**src/rtl/matrix_scan_selector_if.sv**
```systemverilog
// Control-side bus of the matrix position selector: load/scan requests in,
// linear select, one-hot enable and status pulses out.
interface matrix_scan_selector_if #(
  parameter int COLS = 4,
  parameter int ROWS = 4,
  parameter int CW   = 3,
  parameter int RW   = 3,
  parameter int SW   = 4
);
  logic                 load;
  logic [CW-1:0]        col_in;
  logic [RW-1:0]        row_in;
  logic                 scan_en;
  logic [SW-1:0]        sel;
  logic [ROWS*COLS-1:0] onehot;
  logic                 sel_valid;
  logic                 err;
  logic                 wrap;

  modport master (
    output load, col_in, row_in, scan_en,
    input  sel, onehot, sel_valid, err, wrap
  );

  modport slave (
    input  load, col_in, row_in, scan_en,
    output sel, onehot, sel_valid, err, wrap
  );
endinterface

```
**src/rtl/matrix_scan_selector.sv**
```systemverilog
// Holds a (col,row) matrix position, either loaded directly or auto-scanned
// with a programmable dwell, and decodes it to a linear select and one-hot enable.
module matrix_scan_selector #(
  parameter int COLS = 4,
  parameter int ROWS = 4,
  parameter int CW   = 3,
  parameter int RW   = 3,
  parameter int SW   = 4,
  parameter int DIV  = 4
) (
  input logic clk,
  input logic rst,
  matrix_scan_selector_if.slave bus
);
  localparam int N    = ROWS * COLS;
  localparam int CNTW = (DIV > 1) ? $clog2(DIV) : 1;

  typedef enum logic [1:0] {IDLE, HOLD, SCAN} state_t;

  state_t          state;
  logic [CW-1:0]   col;
  logic [RW-1:0]   row;
  logic [CNTW-1:0] cnt;
  logic            err_q;
  logic            wrap_q;
  logic            in_range;
  logic            valid;
  logic [SW-1:0]   sel_w;

  assign in_range = (32'(bus.col_in) < COLS) && (32'(bus.row_in) < ROWS);
  assign valid    = (state == HOLD) || (state == SCAN);
  // row < ROWS and col < COLS always, so the product fits in SW bits
  assign sel_w    = SW'(row) * SW'(COLS) + SW'(col);

  assign bus.sel       = sel_w;
  assign bus.sel_valid = valid;
  assign bus.err       = err_q;
  assign bus.wrap      = wrap_q;

  for (genvar i = 0; i < N; i++) begin : g_onehot
    assign bus.onehot[i] = valid && (sel_w == SW'(i));
  end

  always_ff @(posedge clk or posedge rst) begin
    if (rst) begin
      state  <= IDLE;
      col    <= '0;
      row    <= '0;
      cnt    <= '0;
      err_q  <= 1'b0;
      wrap_q <= 1'b0;
    end else begin
      err_q  <= 1'b0;
      wrap_q <= 1'b0;
      case (state)
        IDLE, HOLD: begin
          // scan request wins; a coincident load is dropped silently
          if (bus.scan_en) begin
            state <= SCAN;
            col   <= '0;
            row   <= '0;
            cnt   <= '0;
          end else if (bus.load) begin
            if (in_range) begin
              col   <= bus.col_in;
              row   <= bus.row_in;
              state <= HOLD;
            end else begin
              err_q <= 1'b1;
            end
          end
        end
        SCAN: begin
          if (!bus.scan_en) begin
            state <= HOLD;
            cnt   <= '0;
          end else if (cnt == CNTW'(DIV - 1)) begin
            cnt <= '0;
            if (col == CW'(COLS - 1)) begin
              col <= '0;
              if (row == RW'(ROWS - 1)) begin
                row    <= '0;
                wrap_q <= 1'b1;
              end else begin
                row <= row + RW'(1);
              end
            end else begin
              col <= col + CW'(1);
            end
          end else begin
            cnt <= cnt + CNTW'(1);
          end
        end
        default: state <= IDLE;
      endcase
    end
  end
endmodule
```
**src/flat_wrapper.sv**
```systemverilog
// flat-port wrapper written by rule: the top's interface ports become plain ports
module matrix_scan_selector_flat 
#(
  parameter int COLS = 4,
  parameter int ROWS = 4,
  parameter int CW   = 3,
  parameter int RW   = 3,
  parameter int SW   = 4,
  parameter int DIV  = 4
)
  (clk, rst, bus_load, bus_col_in, bus_row_in, bus_scan_en, bus_sel, bus_onehot, bus_sel_valid, bus_err, bus_wrap);
  matrix_scan_selector_if #(.COLS(COLS), .ROWS(ROWS), .CW(CW), .RW(RW), .SW(SW)) bus_i ();
  input logic clk;
  input logic rst;
  input wire logic [$bits(bus_i.load)-1:0] bus_load;
  input wire logic [$bits(bus_i.col_in)-1:0] bus_col_in;
  input wire logic [$bits(bus_i.row_in)-1:0] bus_row_in;
  input wire logic [$bits(bus_i.scan_en)-1:0] bus_scan_en;
  output wire logic [$bits(bus_i.sel)-1:0] bus_sel;
  output wire logic [$bits(bus_i.onehot)-1:0] bus_onehot;
  output wire logic [$bits(bus_i.sel_valid)-1:0] bus_sel_valid;
  output wire logic [$bits(bus_i.err)-1:0] bus_err;
  output wire logic [$bits(bus_i.wrap)-1:0] bus_wrap;
  assign bus_i.load = bus_load;
  assign bus_i.col_in = bus_col_in;
  assign bus_i.row_in = bus_row_in;
  assign bus_i.scan_en = bus_scan_en;
  assign bus_sel = bus_i.sel;
  assign bus_onehot = bus_i.onehot;
  assign bus_sel_valid = bus_i.sel_valid;
  assign bus_err = bus_i.err;
  assign bus_wrap = bus_i.wrap;
  matrix_scan_selector #(.COLS(COLS), .ROWS(ROWS), .CW(CW), .RW(RW), .SW(SW), .DIV(DIV)) u_core (.clk(clk), .rst(rst), .bus(bus_i));
endmodule
```
**config.mk**
```make
export PLATFORM = sky130hd
export DESIGN_NAME = matrix_scan_selector_flat
export DESIGN_NICKNAME = d
export VERILOG_FILES = /design/src/rtl/matrix_scan_selector_if.sv /design/src/rtl/matrix_scan_selector.sv /design/src/flat_wrapper.sv
export SDC_FILE = /design/constraint.sdc
export NUM_CORES = 1
export LEC_CHECK = 0
export CORE_ASPECT_RATIO = 1.25
export CORE_MARGIN = 5
export CORE_UTILIZATION = 45
export DETAILED_ROUTE_END_ITERATION = 16
export GPL_TIMING_DRIVEN = 0
export PLACE_DENSITY = 0.86
export SETUP_SLACK_MARGIN = 0.1
export SKIP_CTS_REPAIR_TIMING = 1
export SYNTH_ARGS = -nofsm -noshare
export SYNTH_HDL_FRONTEND = slang
export SYNTH_SLANG_ARGS = --single-unit
```
**constraint.sdc**
```tcl
create_clock -name clk -period 2.24 [get_ports clk]
set_input_delay 0.448 -clock clk [delete_from_list [all_inputs] [get_ports clk]]
set_output_delay 0.448 -clock clk [all_outputs]
set_load 0.1 [all_outputs]
```
* Word-level counts from Yosys, hierarchy flattened *
Cells that the tools add are included.
Widths: inputs -> output; s select.

storage, ports and cells
  flip-flop bits (word level) = 12
  input port bits = 10
  output and inout bits = 23
  logic and storage cells = 98

cells by class
  add/sub/neg operators = 4
  $lt $le $gt $ge = 2
  equality and inequality tests = 27
  multiplexer cells = 33
  reductions and logical operators = 26

operators by type and width
  kind                 count
  $mux 3               13
  $eq 4x4->1 const B   8
  $logic_and 1x1->1    17
  $eq 4x3->1 const B   4
  $mux 2               7
  $pmux 3 s2           2
  $ne 2x2->1 const B   5
  $mux 1               9
  $eq 4x2->1 const B   2
  $pmux 2 s2           2
  $add 3x1->3 const B  2
  $eq 3x2->1 const B   2
  $lt 3x3->1 const B   2
  $reduce_and 6->1     1
  $reduce_and 5->1     1
  $add 4x3->4          1
  $eq 2x2->1 const B   2
  $eq 4x1->1 const B   1
  $logic_not 4->1      1
  $ne 3x2->1 const B   1
  $ne 3x3->1 const B   1
  $reduce_and 3->1     1
  $add 2x1->2 const B  1
  $eq 2x1->1 const B   1
  5 further kinds      5

* Longest topological paths before layout *
Gate-level depths: netlist of the first run.

  word-level depth = 6
  gate-level depth with buffers = 7
  mapped depth without buffers = 6

* Worst setup path after synthesis of the first run *
OpenSTA, ideal clock, no wires.

  path type = register to output
  from = register u_core.row[0]
  to = output bus_onehot[10]
  arrival = 3.226 ns
  data required time = 1.792 ns
  slack = -1.434 ns
  cell stages (with the launch flop) = 5
  cells stage by stage = dfrtp_1 -> ha_1 -> xor2_1 -> nor2b_1 -> and2_1

on the way
  word-level cells in the longest chain between the ends = 3

ends and longest elaborated chain
  item                    RTL line                    text
  start, declared         matrix_scan_selector.sv:22  logic [RW-1:0] row;
  start signal, assigned  matrix_scan_selector.sv:66  row <= bus.row_in;
  start signal, assigned  matrix_scan_selector.sv:85  row <= row + RW'(1);
  $add 4x3->4             matrix_scan_selector.sv:33  assign sel_w = SW'(row) * SW'(COLS) + SW'(col);
  named net bus_sel[3]    flat_wrapper.sv:19          output wire logic [$bits(bus_i.sel)-1:0] bus_sel;
  $eq 4x4->1              matrix_scan_selector.sv:41  assign bus.onehot[i] = valid && (sel_w == SW'(i));
  $logic_and 1x1->1       matrix_scan_selector.sv:41
  end, declared           flat_wrapper.sv:20          output wire logic [$bits(bus_i.onehot)-1:0] bus_onehot;

The timed path passes the listed nets, and every way through them passes these cells.

* Worst setup path in the final report of the first run *
  from = register u_core.col[2]
  to = output bus_onehot[2]

on the way
  word-level cells in the longest chain between the ends = 3

ends and longest elaborated chain
  item                    RTL line                    text
  start, declared         matrix_scan_selector.sv:21  logic [CW-1:0] col;
  start signal, assigned  matrix_scan_selector.sv:65  col <= bus.col_in;
  start signal, assigned  matrix_scan_selector.sv:88  col <= col + CW'(1);
  $add 4x3->4             matrix_scan_selector.sv:33
  $eq 4x2->1              matrix_scan_selector.sv:41
  $logic_and 1x1->1       matrix_scan_selector.sv:41

Every way passes these cells.

==> results.py, run 1 <==
metrics = {
    "yosys": {
        "ys_seq_elements": 12,
        "synth_top_cell_by_area": "dfrtp_1",
        "synth_cell_types": 29,
        "syn_avg_cell_area_sq_um": 8.67,
        "syn_area_sq_um": 988,
        "yosysWarnings": 0,
        "synth.area.top_cells": "dfrtp_1 (30%), ha_1 (14%), and2_1 (10%), o21ai_0 (5.1%), inv_1 (4.2%)",
        "syn_inst": 114,
        "ys.flop_type": "dfrtp_1",
        "ys_seq_area_share_pct": 30.4,
        "async_flop_share_pct": 100,
        "synthDominantCellAreaShare_pct": 30.4,
        "synth_edf_count": 0,
        "syn_nets": 135,
    },
    "worst_setup_path": {
        "path_buf_inv": 2,
        "worstSetupStartpointType": "flop",
        "crit_path_cell_trace": "ha_4 > xor2_4 > buf_4 > nor2_2 > and2_2 > buf_12",
        "cp_max_fo": 4,
        "crit_path_end_kind": "output pin",
        "path_class": "flop to output pin",
        "cp_top_family": "flip-flops",
        "cpMaxStageDelayCell": "dfrtp_2",
        "cpPeakStageDelay_ps": 460,
        "crit_required_ps": 1790,
        "crit_arrival_ps": 1810,
    },
    "route": {
        "firstDrtPassIters": 4,
        "vias_per_cell": 5.11,
        "remaining_drc_errors": 0,
        "drt-total-wl_um": 2780,
        "vias": 961,
        "post_drt_wl_per_cell_um": 14.8,
        "ant_nets": 0,
        "drt_iter0_markers": 22,
    },
    "layout": {
        "area_delta_synth_final_pct": 73.3,
        "finalNetCount": 179,
        "mostFrequentLayoutCells": "buf_12 (16), and2_4 (14), o21ai_0 (10)",
        "multi_input_area_sq_um": 729,
        "drive_gt1_share_pct": 45.9,
        "layout.cells.non_filler": 188,
        "layout_commonest_cell": "buf_12",
        "diodes": 0,
        "seq_area_sq_um": 305,
        "fillCellCount": 128,
        "final_util_pct": 79.2,
    },
    "floorplanning": {
        "dieArea_sq_um": 3240,
        "start_util_pct": 45.7,
        "die_w_um": 51.9,
        "rows": 19,
        "io_pins": 33,
        "coreArea_sq_um": 2160,
        "die_h_um": 62.4,
    },
    "clock_tree": {
        "cts.sinks": 12,
        "root_buffer": "clkbuf_4",
        "insertion_delay_ps": 280,
        "clk_pin_slew_ps": 90,
        "tritoncts": "done",
        "cts.htree.levels": 1,
        "cts_buffer_depth": 2,
        "numCtsBuffers": 3,
    },
    "status": {
        "violations": "negative setup slack",
        "status": "finished with violations",
    },
    "sta": {
        "worst_hold_slack_ps": 460,
        "hold_violations": 0,
        "slew_headroom_pct": 34.9,
        "skew_ps": 2.63,
        "setup_viol": 2,
        "fin_crit_sh_pct": 101,
        "fmax_ghz": 0.444,
        "rsz0062_at_grt": "yes",
        "fin_crit_ps": 2250,
        "drv_slew": 0,
        "tightestPinTransition_ps": 975,
        "timing.final.ws_setup_ps": -13.9,
    },
    "placement": {
        "dp.final_hpwl_um": 2000,
        "dp_cells": 177,
        "port-buffer-count": 32,
        "gp_congestion": 0.838,
    },
    "global_routing": {
        "use_met2_pct": 30.5,
        "grtUsageMet3_pct": 2.39,
        "busiest_layer": "met2",
        "grt_pass1_vias": 884,
        "antenna_found_initial": 0,
        "overflow": 0,
        "grt_max_degree": 13,
        "track_usage_pct": 15.8,
        "grt_pass1_wl_um": 3860,
        "use_met1_pct": 14.5,
    },
    "job": {
        "maxCapViolations": 0,
    },
    "hold_path": {
        "min_path_type": "input port to asynchronous set/reset pin",
    },
}
layer usage:
metal,up-vias,wire [um]
li1,465,-
met1,462,1020
met2,30,1580
met3,4,125
met4,0,56
met5,-,0
worst paths after layout:
check,start,slack (ps),depth (start not counted),end
worst max register to register,u_core.state[0]$_DFFE_PP0P_,270,7,u_core.row[1]$_DFFE_PP0P_
worst min register to register,u_core.row[2]$_DFFE_PP0P_,530,1,u_core.row[2]$_DFFE_PP0P_
max in group asynchronous,rst,1440,2,u_core.row[0]$_DFFE_PP0P_
worst min-delay path,rst,460,2,u_core.bus.wrap$_DFF_PP0_
worst max-delay path,u_core.col[2]$_DFFE_PP0P_,-10,6,bus_onehot[2]
min in group clk,u_core.row[2]$_DFFE_PP0P_,530,1,u_core.row[2]$_DFFE_PP0P_
kinds of logic (layout without fill, tap and decap cells):
group           count (synthesis)  after routing  share of synthesized area [%]
compound gates                 26             26                           18.0
fa+ha+maj                      11             11                           13.9
simple gates                   48             48                           27.7
buf+inv                        15             58                           7.59
xor+xnor                        1              1                          0.886
mux                             1              1                           1.52
flops                          12             12                           30.4
state kept, by name (all words and copies together) (netlist names):
| name | flops |
|---|---|
| u_core.bus.err | 1 |
| u_core.bus.wrap | 1 |
| u_core.cnt | 2 |
| u_core.col | 3 |
| u_core.row | 3 |
| u_core.state | 2 |
metrics by stage:
stage,cell area [sq um],worst slack [ps],setup TNS [ps]
global route,1710,-62.9,-328
floorplan,1080,-54.0,-523
global placement,1440,-732,-11130
finish,1710,-13.9,-19.4
detailed placement,1440,-808,-12260
CTS,1480,-1130,-18660
worst register-to-register path: stages (launching register included):
cell     delay (ps)
dfrtp_2         440
buf_4           150
buf_4           130
ha_1            190
nor2_1          330
o311a_4         290
nand2_4          60
mux2_4          280
area by class of cell:
type	instances	share of cell area (%)
buffer	4	1.97
inverter	11	2.41
sequential	12	17.8
clock buffer	4	2.12
tap	31	2.26
timing repair buffer	39	30.8
multi-input combinational	87	42.6
Yosys cell counts (2+ instances only):
library cell  count
nor2_1           10
nor2b_1           2
nand2_1           9
o31ai_1           2
a22o_1            2
nand2_4           2
o21ai_0          10
and2_1           16
and3_1            2
inv_1            11
dfrtp_1          12
nand2b_1          2
a31oi_1           2
a21oi_1           5
ha_1             11
nor3_1            2
buf_4             2
Power of run 1 is not shown: default switching activity piles up to over one toggle a cycle in this logic, so the estimate is an artifact.
==> run 2, diff against run 1 <==
Settings changed: RECOVER_POWER from default to 100.
==> run 2 against run 1 <==
  * The run still ends with negative setup slack left
  * Sequential share of layout area rose by 0.39 points
  * Clock skew about the same
  * Flip-flop and latch count did not move
  * Global-route usage did not move
  * Routed wire length shrank 0.61%
  * First-iteration DRC count is the same
  * Final cell count unchanged
  * Register-to-register slack got worse by 110 ps
  * Utilization is 1.7 points lower
  * Critical path depth is the same
==> results.py, run 2 (same netlist as run 1, synthesis figures left out) <==
metrics = {
    "clock_tree": {
        "insertion_delay_ps": 280,
        "cts_buffer_depth": 2,
        "tritoncts": "done",
        "cts.htree.levels": 1,
        "clk_pin_slew_ps": 80,
        "numCtsBuffers": 3,
        "root_buffer": "clkbuf_4",
        "cts.sinks": 12,
    },
    "layout": {
        "largestRegisters": "u_core.col: 3 flops, u_core.row: 3 flops",
        "fillCellCount": 139,
        "drive_gt1_share_pct": 43.3,
        "mostFrequentLayoutCells": "buf_12 (16), and2_4 (14), inv_1 (10), o21ai_0 (10), ha_1 (9)",
        "finalNetCount": 179,
        "final_util_pct": 77.5,
        "layout_commonest_cell": "buf_12",
        "diodes": 0,
        "area_delta_synth_final_pct": 69.6,
    },
    "worst_setup_path": {
        "path_class": "flop to output pin",
        "rr_startpoint": "u_core.state[0]$_DFFE_PP0P_",
        "reg2reg_to": "u_core.row[1]$_DFFE_PP0P_",
        "ff2ff_path_depth": 7,
        "cpPeakStageDelay_ps": 460,
        "cp_max_fo": 4,
        "r2r_slack_ps": 160,
        "crit_path_end_kind": "output pin",
        "crit_arrival_ps": 1810,
        "cp_top_family": "flip-flops",
        "crit_required_ps": 1790,
        "crit_path_cell_trace": "ha_4 > xor2_4 > buf_4 > nor2_2 > and2_2 > buf_12",
        "path_buf_inv": 2,
        "worstSetupStartpointType": "flop",
        "cpMaxStageDelayCell": "dfrtp_2",
    },
    "placement": {
        "port-buffer-count": 32,
        "gp_congestion": 0.838,
        "dp.final_hpwl_um": 2000,
    },
    "route": {
        "remaining_drc_errors": 0,
        "drt-total-wl_um": 2760,
        "vias_per_cell": 5.11,
        "firstDrtPassIters": 4,
        "drt_iter0_markers": 22,
        "vias": 960,
        "post_drt_wl_per_cell_um": 14.7,
        "ant_nets": 0,
    },
    "hold_path": {
        "hold_path_depth": 1,
        "min_to": "u_core.row[2]$_DFFE_PP0P_",
        "min_from": "u_core.row[2]$_DFFE_PP0P_",
        "min_path_type": "flop to flop",
    },
    "floorplanning": {
        "rows": 19,
        "die_h_um": 62.4,
        "start_util_pct": 45.7,
        "dieArea_sq_um": 3240,
        "coreArea_sq_um": 2160,
        "io_pins": 33,
        "die_w_um": 51.9,
    },
    "sta": {
        "rsz0062_at_grt": "yes",
        "drv_slew": 0,
        "hold_violations": 0,
        "fin_crit_sh_pct": 101,
        "fmax_ghz": 0.444,
        "setup_viol": 2,
        "timing.final.ws_setup_ps": -13.4,
        "tightestPinTransition_ps": 1160,
        "slew_headroom_pct": 22.8,
        "skew_ps": 2.18,
        "fin_crit_ps": 2250,
    },
    "global_routing": {
        "antenna_found_initial": 0,
        "grt_pass1_vias": 884,
        "track_usage_pct": 15.8,
        "overflow": 0,
        "grt_pass1_wl_um": 3860,
        "grt_max_degree": 13,
    },
    "status": {
        "violations": "negative setup slack",
        "status": "finished with violations",
    },
    "job": {
        "maxCapViolations": 0,
    },
}
[run 2: cell types whose count changed in the layout (fill, tap and decap cells not counted), sizes merged]
cell           previous run  this run
clkdlybuf4s50             9         8
clkbuf                    8        12
dlymetal6s2s              4         2
buf                      26        24
dlygate4sd3               0         1
[run 2: worst register-to-register path: stages, from the launching register on]
cell and delay [ps]:
dfrtp_2 430, clkbuf_4 150, clkbuf_1 110, ha_1 200, nor2_1 290, o311a_1 420, nand2_4 80, mux2_4 290
[run 2: stage by stage]
stage	setup TNS, ps	area, sq um	std cells	setup slack [ps]	hold WS, ps
floorplan	-523	1080	114	-54.0	313
global placement	-11130	1440	177	-732	498
detailed placement	-12260	1440	177	-808	502
CTS	-18660	1480	181	-1130	492
global route	-328	1680	188	-62.9	542
finish	-18.5	1680	188	-13.4	534
[run 2: layer usage]
layer | GRT usage (%) | wire, um | up-vias
met4 | 8.85 | 56 | 0
met1 | 14.5 | 1010 | 462
met3 | 2.39 | 119 | 4
met5 | 0 | 0 | -
met2 | 30.5 | 1580 | 30
li1 | - | - | 464
[run 2: area by class of cell]
cell class,instances,area (sq um),area share (%)
Inverter,11,41.3,2.46
Timing Repair Buffer,39,507,30.2
Buffer,4,30.0,1.79
Tap cell,31,38.8,2.31
Sequential cell,12,305,18.2
Clock buffer,4,36.3,2.16
Multi-Input combinational cell,87,718,42.8
[run 2: worst max path at each step]
stage	startpoint	to	slack [ps]	depth (start not counted)
6_report	u_core.col[2]$_DFFE_PP0P_	bus_onehot[2]	-10	6
5_1_grt	u_core.col[2]$_DFFE_PP0P_	bus_onehot[2]	-60	6
4_1_cts	u_core.state[1]$_DFFE_PP0P_	bus_onehot[6]	-1130	6
3_5_place_dp	u_core.state[1]$_DFFE_PP0P_	bus_onehot[6]	-810	6
3_3_place_gp	u_core.state[1]$_DFFE_PP0P_	bus_onehot[3]	-730	6
2_1_floorplan	u_core.row[0]$_DFFE_PP0P_	bus_onehot[11]	-50	4
Power of run 2 is left out for the same reason.
==> run 3, diff against run 2 <==
Settings changed: ABC_AREA from default to 1, CORE_UTILIZATION 45 to 44, PLACE_DENSITY 0.86 to 0.85.
==> run 3 against run 2 <==
  * Utilization rose by 3.8 points
  * Highest routed layer unchanged
  * Final cell count rose by 3.7%
  * The run now ends clean
  * Critical path type unchanged
  * Area after synthesis fell by 4.1%
  * Register-to-register slack improved by 260 ps
  * Clock skew barely moved
==> results.py, run 3 <==
metrics = {
    "status": {
        "status": "completed",
    },
    "sta": {
        "setup_viol": 0,
        "tightestPinTransition_ps": 1180,
        "fin_crit_ps": 2200,
        "hold_violations": 0,
        "slew_headroom_pct": 21.7,
        "worst_hold_slack_ps": 536,
        "rsz0062_at_grt": "yes",
        "fmax_ghz": 0.455,
        "fin_crit_sh_pct": 98.1,
        "drv_slew": 0,
        "skew_ps": 2.03,
    },
    "yosys": {
        "ys_seq_area_share_pct": 31.7,
        "ys_seq_elements": 12,
        "synth_mux_area_share_pct": 0,
        "synth.area.top_cells": "dfrtp_1 (32%), nand2_1 (17%), ha_1 (15%), nor2_1 (9.1%), inv_1 (5.5%)",
        "syn_nets": 153,
        "yosysMostFrequentCell": "nand2_1",
        "ys.flop_type": "dfrtp_1",
        "synth_cell_types": 20,
        "syn_inst": 132,
        "async_flop_share_pct": 100,
        "synthTopCellsByCount": "nand2_1 (42), nor2_1 (23), inv_1 (14)",
        "synth-compound-area-share_pct": 8.05,
        "synthDominantCellAreaShare_pct": 31.7,
        "syn_avg_cell_area_sq_um": 7.18,
        "syn_area_sq_um": 948,
        "synth_top_cell_by_area": "dfrtp_1",
        "synth_top_family_by_area": "simple AND/OR/NAND/NOR gates",
        "synth-adder-area-share_pct": 14.5,
        "yosysWarnings": 0,
        "synth-xor-area-share_pct": 0.923,
        "synth-simple-area-share_pct": 36.3,
        "synth_edf_count": 0,
    },
    "floorplanning": {
        "die_h_um": 61.9,
        "rows": 18,
        "die_w_um": 51.5,
        "coreArea_sq_um": 2030,
        "io_pins": 33,
        "start_util_pct": 46.8,
        "dieArea_sq_um": 3190,
    },
    "clock_tree": {
        "cts.htree.levels": 1,
        "numCtsBuffers": 3,
        "root_buffer": "clkbuf_4",
        "cts_buffer_depth": 2,
        "cts.sinks": 12,
        "insertion_delay_ps": 280,
        "tritoncts": "done",
        "clk_pin_slew_ps": 80,
    },
    "global_routing": {
        "grt_pass1_vias": 1013,
        "use_met1_pct": 16.7,
        "grtUsageMet3_pct": 1.91,
        "grt_pass1_wl_um": 4460,
        "track_usage_pct": 18.7,
        "busiest_layer": "met2",
        "grt_max_degree": 13,
        "antenna_found_initial": 0,
        "overflow": 0,
        "use_met2_pct": 41.8,
    },
    "layout": {
        "drive_gt1_share_pct": 38.9,
        "diodes": 0,
        "largestRegisters": "u_core.col: 3 flops, u_core.row: 3 flops",
        "seq_area_sq_um": 304,
        "multi_input_area_sq_um": 786,
        "area_delta_synth_final_pct": 73.7,
        "layout.cells.non_filler": 195,
        "fillCellCount": 135,
        "finalNetCount": 197,
        "layout_commonest_cell": "nand2_1",
        "mostFrequentLayoutCells": "nand2_1 (34), nor2_4 (16), inv_1 (13)",
    },
    "route": {
        "vias": 1040,
        "drt-total-wl_um": 2840,
        "post_drt_wl_per_cell_um": 14.6,
        "firstDrtPassIters": 4,
        "ant_nets": 0,
        "vias_per_cell": 5.33,
        "remaining_drc_errors": 0,
        "drt_iter0_markers": 30,
    },
    "job": {
        "maxCapViolations": 0,
    },
    "worst_setup_path": {
        "crit_path_cell_trace": "ha_4 > inv_1 > nand2_2 > nor2_4 > buf_4",
        "crit_path_end_kind": "output pin",
        "crit_required_ps": 1790,
        "cpMaxStageDelayCell": "dfrtp_2",
        "worstSetupStartpointType": "flop",
        "crit_arrival_ps": 1750,
        "path_class": "flop to output pin",
        "cpPeakStageDelay_ps": 440,
        "cp_max_fo": 4,
    },
    "placement": {
        "dp.final_hpwl_um": 2140,
        "gp_congestion": 0.755,
        "dp_cells": 184,
        "port-buffer-count": 32,
    },
    "hold_path": {
        "min_path_type": "flop to flop",
    },
}
[run 3: cell count changes in the layout (fill, tap and decap cells not counted), sizes merged, moves of 3 or more]
cell / change
clkbuf: -4
nand3: +5
nor2: +13
nand4: +3
nand2: +34
o21ai: -3
and2: -16
buf: +3
[run 3: worst paths after layout]
path,slack [ps],cells past startpoint,startpoint,endpoint
max in group asynchronous,1260,2,rst,u_core.state[1]$_DFFE_PP0P_
hold reg to reg,540,1,u_core.cnt[0]$_DFFE_PP0P_,u_core.cnt[0]$_DFFE_PP0P_
hold / removal,540,1,u_core.cnt[0]$_DFFE_PP0P_,u_core.cnt[0]$_DFFE_PP0P_
setup reg to reg,420,8,u_core.state[0]$_DFFE_PP0P_,u_core.col[2]$_DFFE_PP0P_
setup / recovery,40,5,u_core.row[0]$_DFFE_PP0P_,bus_onehot[2]
min in group asynchronous,620,2,rst,u_core.bus.wrap$_DFF_PP0_
[run 3: logic make-up after synthesis]
logic type	Yosys count
xor gates and xnor gates	1
and+or+nand+nor	79
AOI/OAI and AO/OA	12
buffers and inverters	17
DFF	12
adders and majority gates	11
[run 3: worst max-delay path: cells and delay by family, from the launching register on]
family / cells / cell delay, ps
flip-flops: 1 / 440
buffers and inverters: 2 / 430
AND/OR/NAND/NOR: 2 / 330
adder cells (fa/ha/maj): 1 / 280
[run 3: per-layer routing]
metal,share of wire (%),vias up,wire (um)
met4,1.4,0,39
met1,35,492,1010
met3,5.2,7,147
met2,58,38,1650
met5,0,-,0
li1,-,503,-
[run 3: final cells by class]
cell class | instances | area share, %
plain buffers | 3 | 1.14
flip-flops and latches | 12 | 18.5
well taps | 20 | 1.52
multi-input cells | 103 | 47.7
clock buffers | 4 | 2.20
repair buffers | 39 | 25.6
inverters | 14 | 3.42
[run 3: metrics by stage]
stage / area, sq um / TNS (ps) / util, % / worst slack [ps]
2_1_floorplan: 1160 / -85.8 / - / -10.7
3_3_place_gp: 1510 / -8640 / 74.3 / -582
3_5_place_dp: 1510 / -9470 / 74.3 / -632
4_1_cts: 1540 / -15660 / 76.1 / -940
5_1_grt: 1650 / -14.9 / 81.3 / -13.3
6_report: 1650 / 0 / 81.3 / 41.5
Power of run 3 is left out for the same reason.
